<file path="config.mk">
export PLATFORM = sky130hd
export DESIGN_NAME = clock_divider_multi_flat
export DESIGN_NICKNAME = d
export VERILOG_FILES = /design/src/rtl/clock_div_pkg.sv /design/src/rtl/clock_divider_multi_if.sv /design/src/rtl/clock_divider_channel.sv /design/src/rtl/clock_divider_multi.sv /design/src/flat_wrapper.sv
export SDC_FILE = /design/constraint.sdc
export NUM_CORES = 1
export LEC_CHECK = 0
export CORE_ASPECT_RATIO = 1.25
export CORE_UTILIZATION = 40
export DETAILED_ROUTE_END_ITERATION = 10
export GPL_ROUTABILITY_DRIVEN = 0
export PLACE_DENSITY = 0.54
export SYNTH_ARGS = -nofsm -noshare
export SYNTH_HDL_FRONTEND = slang
export SYNTH_HIERARCHICAL = 1
export SYNTH_SLANG_ARGS = --single-unit
</file>
<file path="constraint.sdc">
create_clock -name clock_in -period 5 [get_ports clock_in]
set_clock_uncertainty 0.1 [all_clocks]
set_input_delay 1 -clock clock_in [delete_from_list [all_inputs] [get_ports clock_in]]
set_output_delay 1 -clock clock_in [all_outputs]
set_load 0.05 [all_outputs]
</file>
<file path="src/rtl/clock_div_pkg.sv">
// Shared types and helpers for the multi-channel clock divider.
package clock_div_pkg;

  localparam int DIV_WIDTH = 28;

  typedef logic [DIV_WIDTH-1:0] div_t;

  typedef struct packed {
    div_t div;
    div_t high;
  } div_cfg_t;

  // A period shorter than two cycles cannot carry both a high and a low phase.
  function automatic div_t clamp_div(input div_t d);
    return (d < div_t'(2)) ? div_t'(2) : d;
  endfunction

endpackage

</file>
<file path="src/rtl/clock_divider_multi_if.sv">
// Configuration and output bundle of the multi-channel clock divider.
interface clock_divider_multi_if #(
  parameter int CHANNELS  = 4,
  parameter int DIV_WIDTH = clock_div_pkg::DIV_WIDTH
);
  localparam int CH_W = (CHANNELS > 1) ? $clog2(CHANNELS) : 1;

  // cfg_valid is a one-cycle write strobe with no ready: every write is
  // accepted in the cycle it is presented, with cfg_ch/cfg_div/cfg_high
  // qualified by cfg_valid. Outputs are registered and never stall.
  logic [CHANNELS-1:0]  enable;
  logic                 cfg_valid;
  logic [CH_W-1:0]      cfg_ch;
  logic [DIV_WIDTH-1:0] cfg_div;
  logic [DIV_WIDTH-1:0] cfg_high;
  logic [CHANNELS-1:0]  clock_out;
  logic [CHANNELS-1:0]  tick;
  logic [CHANNELS-1:0]  cfg_pending;

  modport master (
    output enable, cfg_valid, cfg_ch, cfg_div, cfg_high,
    input  clock_out, tick, cfg_pending
  );

  modport slave (
    input  enable, cfg_valid, cfg_ch, cfg_div, cfg_high,
    output clock_out, tick, cfg_pending
  );

endinterface

</file>
<file path="src/rtl/clock_divider_channel.sv">
// One divider channel: period counter, active/shadow configuration and
// pending flag; new configuration only lands on a period boundary.
module clock_divider_channel
  import clock_div_pkg::*;
#(
  parameter div_t DEFAULT_DIV = div_t'(8)
) (
  input  logic     clock_in,
  input  logic     reset,
  input  logic     en,
  input  logic     wr,
  input  div_cfg_t wr_cfg,
  output logic     clock_out,
  output logic     tick,
  output logic     cfg_pending
);

  localparam div_cfg_t RESET_CFG = '{div: clamp_div(DEFAULT_DIV), high: DEFAULT_DIV >> 1};

  div_t     cnt;
  div_cfg_t act;
  div_cfg_t shd;
  div_cfg_t new_cfg;
  logic     wrap;
  logic     apply_now;

  assign wrap      = (cnt >= act.div - div_t'(1));
  // A disabled channel sits on a period boundary, so it accepts config at once.
  assign apply_now = !en || wrap;
  assign new_cfg   = '{div: clamp_div(wr_cfg.div), high: wr_cfg.high};

  always_ff @(posedge clock_in) begin
    if (reset) begin
      cnt         <= '0;
      act         <= RESET_CFG;
      shd         <= RESET_CFG;
      cfg_pending <= 1'b0;
      clock_out   <= 1'b0;
      tick        <= 1'b0;
    end else begin
      if (en) begin
        clock_out <= (cnt < act.high);
        tick      <= (cnt == '0);
        cnt       <= wrap ? '0 : cnt + div_t'(1);
      end else begin
        clock_out <= 1'b0;
        tick      <= 1'b0;
        cnt       <= '0;
      end

      // A write landing on a boundary bypasses the shadow and never shows as pending.
      if (wr) begin
        shd <= new_cfg;
        if (apply_now) begin
          act         <= new_cfg;
          cfg_pending <= 1'b0;
        end else begin
          cfg_pending <= 1'b1;
        end
      end else if (apply_now && cfg_pending) begin
        act         <= shd;
        cfg_pending <= 1'b0;
      end
    end
  end

endmodule

</file>
<file path="src/rtl/clock_divider_multi.sv">
// Multi-channel clock divider / enable generator: write decode plus one
// independent divider channel per output.
module clock_divider_multi #(
  parameter int                   CHANNELS    = 4,
  parameter int                   DIV_WIDTH   = clock_div_pkg::DIV_WIDTH,
  parameter logic [DIV_WIDTH-1:0] DEFAULT_DIV = DIV_WIDTH'(8)
) (
  input logic                  clock_in,
  input logic                  reset,
  clock_divider_multi_if.slave ch_if
);
  import clock_div_pkg::*;

  localparam int CH_W = (CHANNELS > 1) ? $clog2(CHANNELS) : 1;

  logic [CHANNELS-1:0] co;
  logic [CHANNELS-1:0] tk;
  logic [CHANNELS-1:0] pd;
  logic                ch_in_range;
  div_cfg_t            wr_cfg;

  assign ch_in_range = ({1'b0, ch_if.cfg_ch} < (CH_W + 1)'(CHANNELS));
  assign wr_cfg      = '{div: ch_if.cfg_div, high: ch_if.cfg_high};

  for (genvar i = 0; i < CHANNELS; i++) begin : g_ch
    logic wr;
    assign wr = ch_if.cfg_valid && ch_in_range && (ch_if.cfg_ch == CH_W'(i));

    clock_divider_channel #(
      .DEFAULT_DIV (DEFAULT_DIV)
    ) u_ch (
      .clock_in    (clock_in),
      .reset       (reset),
      .en          (ch_if.enable[i]),
      .wr          (wr),
      .wr_cfg      (wr_cfg),
      .clock_out   (co[i]),
      .tick        (tk[i]),
      .cfg_pending (pd[i])
    );
  end

  assign ch_if.clock_out   = co;
  assign ch_if.tick        = tk;
  assign ch_if.cfg_pending = pd;

endmodule

</file>
<file path="src/flat_wrapper.sv">
// flat-port wrapper written by rule: the top's interface ports become plain ports
module clock_divider_multi_flat import clock_div_pkg::*;
#(
  parameter int                   CHANNELS    = 4,
  parameter int                   DIV_WIDTH   = clock_div_pkg::DIV_WIDTH,
  parameter logic [DIV_WIDTH-1:0] DEFAULT_DIV = DIV_WIDTH'(8)
)
  (clock_in, reset, ch_if_enable, ch_if_cfg_valid, ch_if_cfg_ch, ch_if_cfg_div, ch_if_cfg_high, ch_if_clock_out, ch_if_tick, ch_if_cfg_pending);
  clock_divider_multi_if #(.CHANNELS(CHANNELS), .DIV_WIDTH(DIV_WIDTH)) ch_if_i ();
  input logic clock_in;
  input logic reset;
  input wire logic [$bits(ch_if_i.enable)-1:0] ch_if_enable;
  input wire logic [$bits(ch_if_i.cfg_valid)-1:0] ch_if_cfg_valid;
  input wire logic [$bits(ch_if_i.cfg_ch)-1:0] ch_if_cfg_ch;
  input wire logic [$bits(ch_if_i.cfg_div)-1:0] ch_if_cfg_div;
  input wire logic [$bits(ch_if_i.cfg_high)-1:0] ch_if_cfg_high;
  output wire logic [$bits(ch_if_i.clock_out)-1:0] ch_if_clock_out;
  output wire logic [$bits(ch_if_i.tick)-1:0] ch_if_tick;
  output wire logic [$bits(ch_if_i.cfg_pending)-1:0] ch_if_cfg_pending;
  assign ch_if_i.enable = ch_if_enable;
  assign ch_if_i.cfg_valid = ch_if_cfg_valid;
  assign ch_if_i.cfg_ch = ch_if_cfg_ch;
  assign ch_if_i.cfg_div = ch_if_cfg_div;
  assign ch_if_i.cfg_high = ch_if_cfg_high;
  assign ch_if_clock_out = ch_if_i.clock_out;
  assign ch_if_tick = ch_if_i.tick;
  assign ch_if_cfg_pending = ch_if_i.cfg_pending;
  clock_divider_multi #(.CHANNELS(CHANNELS), .DIV_WIDTH(DIV_WIDTH), .DEFAULT_DIV(DEFAULT_DIV)) u_core (.clock_in(clock_in), .reset(reset), .ch_if(ch_if_i));
endmodule
</file>
==> impl_metrics.ini <==
[detailed_routing]
wirelength_mm = 83.4
postRouteAntennaNets = 0
drc = 0
vias = 21796
drtIter0Drc = 1077
first_pass_iters = 5
routed_via_density = 5.35
wire_per_inst_um = 20.5

[place]
place_inst = 3966
placed_area_um2 = 30800
pre_cts_ws_ps = 685
numPortBuffers = 76
dp_hpwl_mm = 59.9

[logic_synthesis]
ys_ff_latch = 572
ys_seq_area_frac = 0.394
async_flop_share = 0
syn-cell-area_um2 = 29000
ys.flop_type = dfxtp_1
avgSynthCellArea_um2 = 9.60
synth-warning-count = 6
ys_types = 67
syn_nets = 3323
synth_edf_count = 0
synthCells = 3026

[final_layout]
synthToLayoutAreaGrowth_pct = 13.5
layout-drive-gt1-share = 0.0891
num-nets-final = 3371
final_cell_count_no_fill = 4073
num_antenna_cells = 0
final_util = 0.458
fillers = 6766
stdcell_area_um2 = 33000

[sta]
fin_crit_sh = 0.875
final.setup.worst_slack_ps = 623
max_freq_mhz = 228
tightest_slew_ps = 965
finalCriticalPeriod_ps = 4380
relSlewSlack = 0.354
final.setup.tns_ps = 0
slew_violations = 0
hold_violations = 0
holdWs_ps = 374
setup_violations = 0
rsz0062_at_grt = false

[cts]
cts_tree = built
htree_levels = 2
path_clk_slew_ps = 60
hold_buffers = 0
cts_resized = 0
cts_buffers = 58
cts_max_path_buffers = 3
post_cts_buffers = 0
cts_root_buf = clkbuf_16
cts.sinks = 572
clock_latency_ps = 630

[setup_path]
startpoint = u_core/g_ch[2].u_ch/act[36]
path_common_cell = a21o_1
worstPathRequired_ps = 5390
cp.arrival_ps = 4760
critical_path.endpoint_type = flop
cp-start-kind = flop
cp_slowest_cell = or4_1
crit_chain = or4_1 -> nor4_1 -> nand3_1 -> nor2_2 -> nand2_1 -> xor2_1 -> ha_1 -> a21o_1 -> a221o_1 -> a221oi_2 -> a21o_1 -> a31o_2 -> buf_4 -> mux2_1
worstPathMaxFanout = 28
cpPeakStageDelay_ps = 600
r2r_start = u_core/g_ch[2].u_ch/act[36]
path_class = reg -> reg
crit_buf_inv = 1
cp_top_family = simple AND/OR/NAND/NOR gates

[power]
p_total_mw = 10.4
ir_worst_vdd_mv = 0.210
p_per_area_nw_per_um2 = 314
p_leak_nw = 13.0

[worst_hold_path]
hold_path_startpoint = u_core/g_ch[0].u_ch/shd[28]
worst_hold_path_type = reg -> reg

[floorplanning]
die_h_um = 303
start_util = 0.404
rows = 110
io_pins = 77
die_area_um2 = 73700
dieWidth_um = 243
core-area_um2 = 72000

[global_route]
grt_pass1_vias = 21544
grt-ovfl-total = 0
grt_max_degree = 103
grt_pass1_wl_mm = 128
grt_antenna_before_repair = 3
grt.total_usage = 0.225

[run]
cap_violations = 0

[status]
status = finished, final reports clean
routing by layer:
metal,up-vias,GRT usage,share of wire
li1,10684,-,-
met1,10533,0.267,0.43
met2,411,0.399,0.49
met3,168,0.0310,0.037
met4,0,0.104,0.047
met5,-,0,0
power breakdown:
| group | switching, mW | total, mW | internal (mW) |
|---|---|---|---|
| Combinational | 0.469 | 0.742 | 0.273 |
| Clock | 1.90 | 4.93 | 3.03 |
| Sequential | 0.0379 | 4.68 | 4.65 |
| Total | 2.41 | 10.4 | 7.95 |
layout by cell type (no fill, tap or decap), types with 42 or more instances in the layout:
| cell type | Yosys | routed |
|---|---|---|
| clkdlybuf4s50_1 | 0 | 75 |
| xnor2_1 | 111 | 111 |
| nor4_1 | 58 | 58 |
| nand3_1 | 69 | 69 |
| nor2b_1 | 116 | 116 |
| xor2_1 | 96 | 96 |
| clkbuf_16 | 0 | 61 |
| nand2_1 | 83 | 83 |
| mux2i_1 | 208 | 208 |
| nand4_1 | 51 | 51 |
| o21ai_0 | 42 | 42 |
| nor2_1 | 409 | 409 |
| mux2_1 | 152 | 152 |
| dfxtp_1 | 572 | 572 |
| nor3_1 | 166 | 166 |
| ha_1 | 232 | 232 |
| mux2_2 | 72 | 72 |
| inv_1 | 148 | 148 |
| a21oi_1 | 48 | 44 |
tightest hold or removal path, cell delays in order, from the launching register on:
cell and delay (ps):
dfxtp_1 300, nand2b_1 60, a21oi_1 70
cells in the mapped netlist, types with 8 or more instances:
cell      instances  area share
o21ai_0          42      0.0072
buf_6            13      0.0050
or2_2            11      0.0024
nor4_2            9      0.0039
nand3_1          69       0.012
a221oi_1         12      0.0036
mux2_1          152       0.059
and2_1           11      0.0024
buf_1            25      0.0032
xnor2_1         111       0.033
nand2_1          83       0.011
buf_2            14      0.0024
and4_1           17      0.0051
nor3_1          166       0.029
nand2b_1         22      0.0047
dfxtp_1         572        0.39
inv_1           148       0.019
ha_1            232        0.10
a21oi_1          48      0.0083
a211o_1          16      0.0048
xor2_1           96       0.029
and3_1           12      0.0026
a21o_1           26      0.0067
nor2b_1         116       0.025
mux2_2           72       0.028
nor4_1           58       0.012
nor4b_1           8      0.0024
nand4_1          51       0.011
nor2_1          409       0.053
mux2i_1         208       0.072
a211oi_1         15      0.0039
clkbuf_1         69      0.0089
logic make-up after synthesis:
kind of cell,count (synthesis),synth area share
mux,432,0.159
buf+inv,276,0.0405
simple gates,1098,0.195
flops,572,0.394
xor+xnor,207,0.0624
compound gates,209,0.0497
fa+ha+maj,232,0.0999
worst paths after layout:
path         slack [ps]  cells past startpoint                           to
max                 620                     14  u_core/g_ch[2].u_ch/act[51]
min                 370                      2  u_core/g_ch[0].u_ch/shd[28]
max reg2reg         620                     14  u_core/g_ch[2].u_ch/act[51]
min reg2reg         370                      2  u_core/g_ch[0].u_ch/shd[28]
cell type report:
type | count | area (um^2) | area share
Inverter | 148 | 556 | 0.0169
Sequential cell | 572 | 11500 | 0.347
Multi-Input combinational cell | 2178 | 16500 | 0.499
Clock inverter | 27 | 440 | 0.0134
Timing Repair Buffer | 116 | 1130 | 0.0342
Clock buffer | 80 | 1740 | 0.0527
Tap cell | 952 | 1190 | 0.0361
registers in the layout (all words and copies together), names as in the netlist:
name / cells
u_core/g_ch.u_ch/tick: 4
u_core/g_ch.u_ch/clock_out: 4
u_core/g_ch.u_ch/act: 224
u_core/g_ch.u_ch/cnt: 112
u_core/g_ch.u_ch/cfg_pending: 4
u_core/g_ch.u_ch/shd: 224
Note: power is estimated with default switching activity, not from simulation.
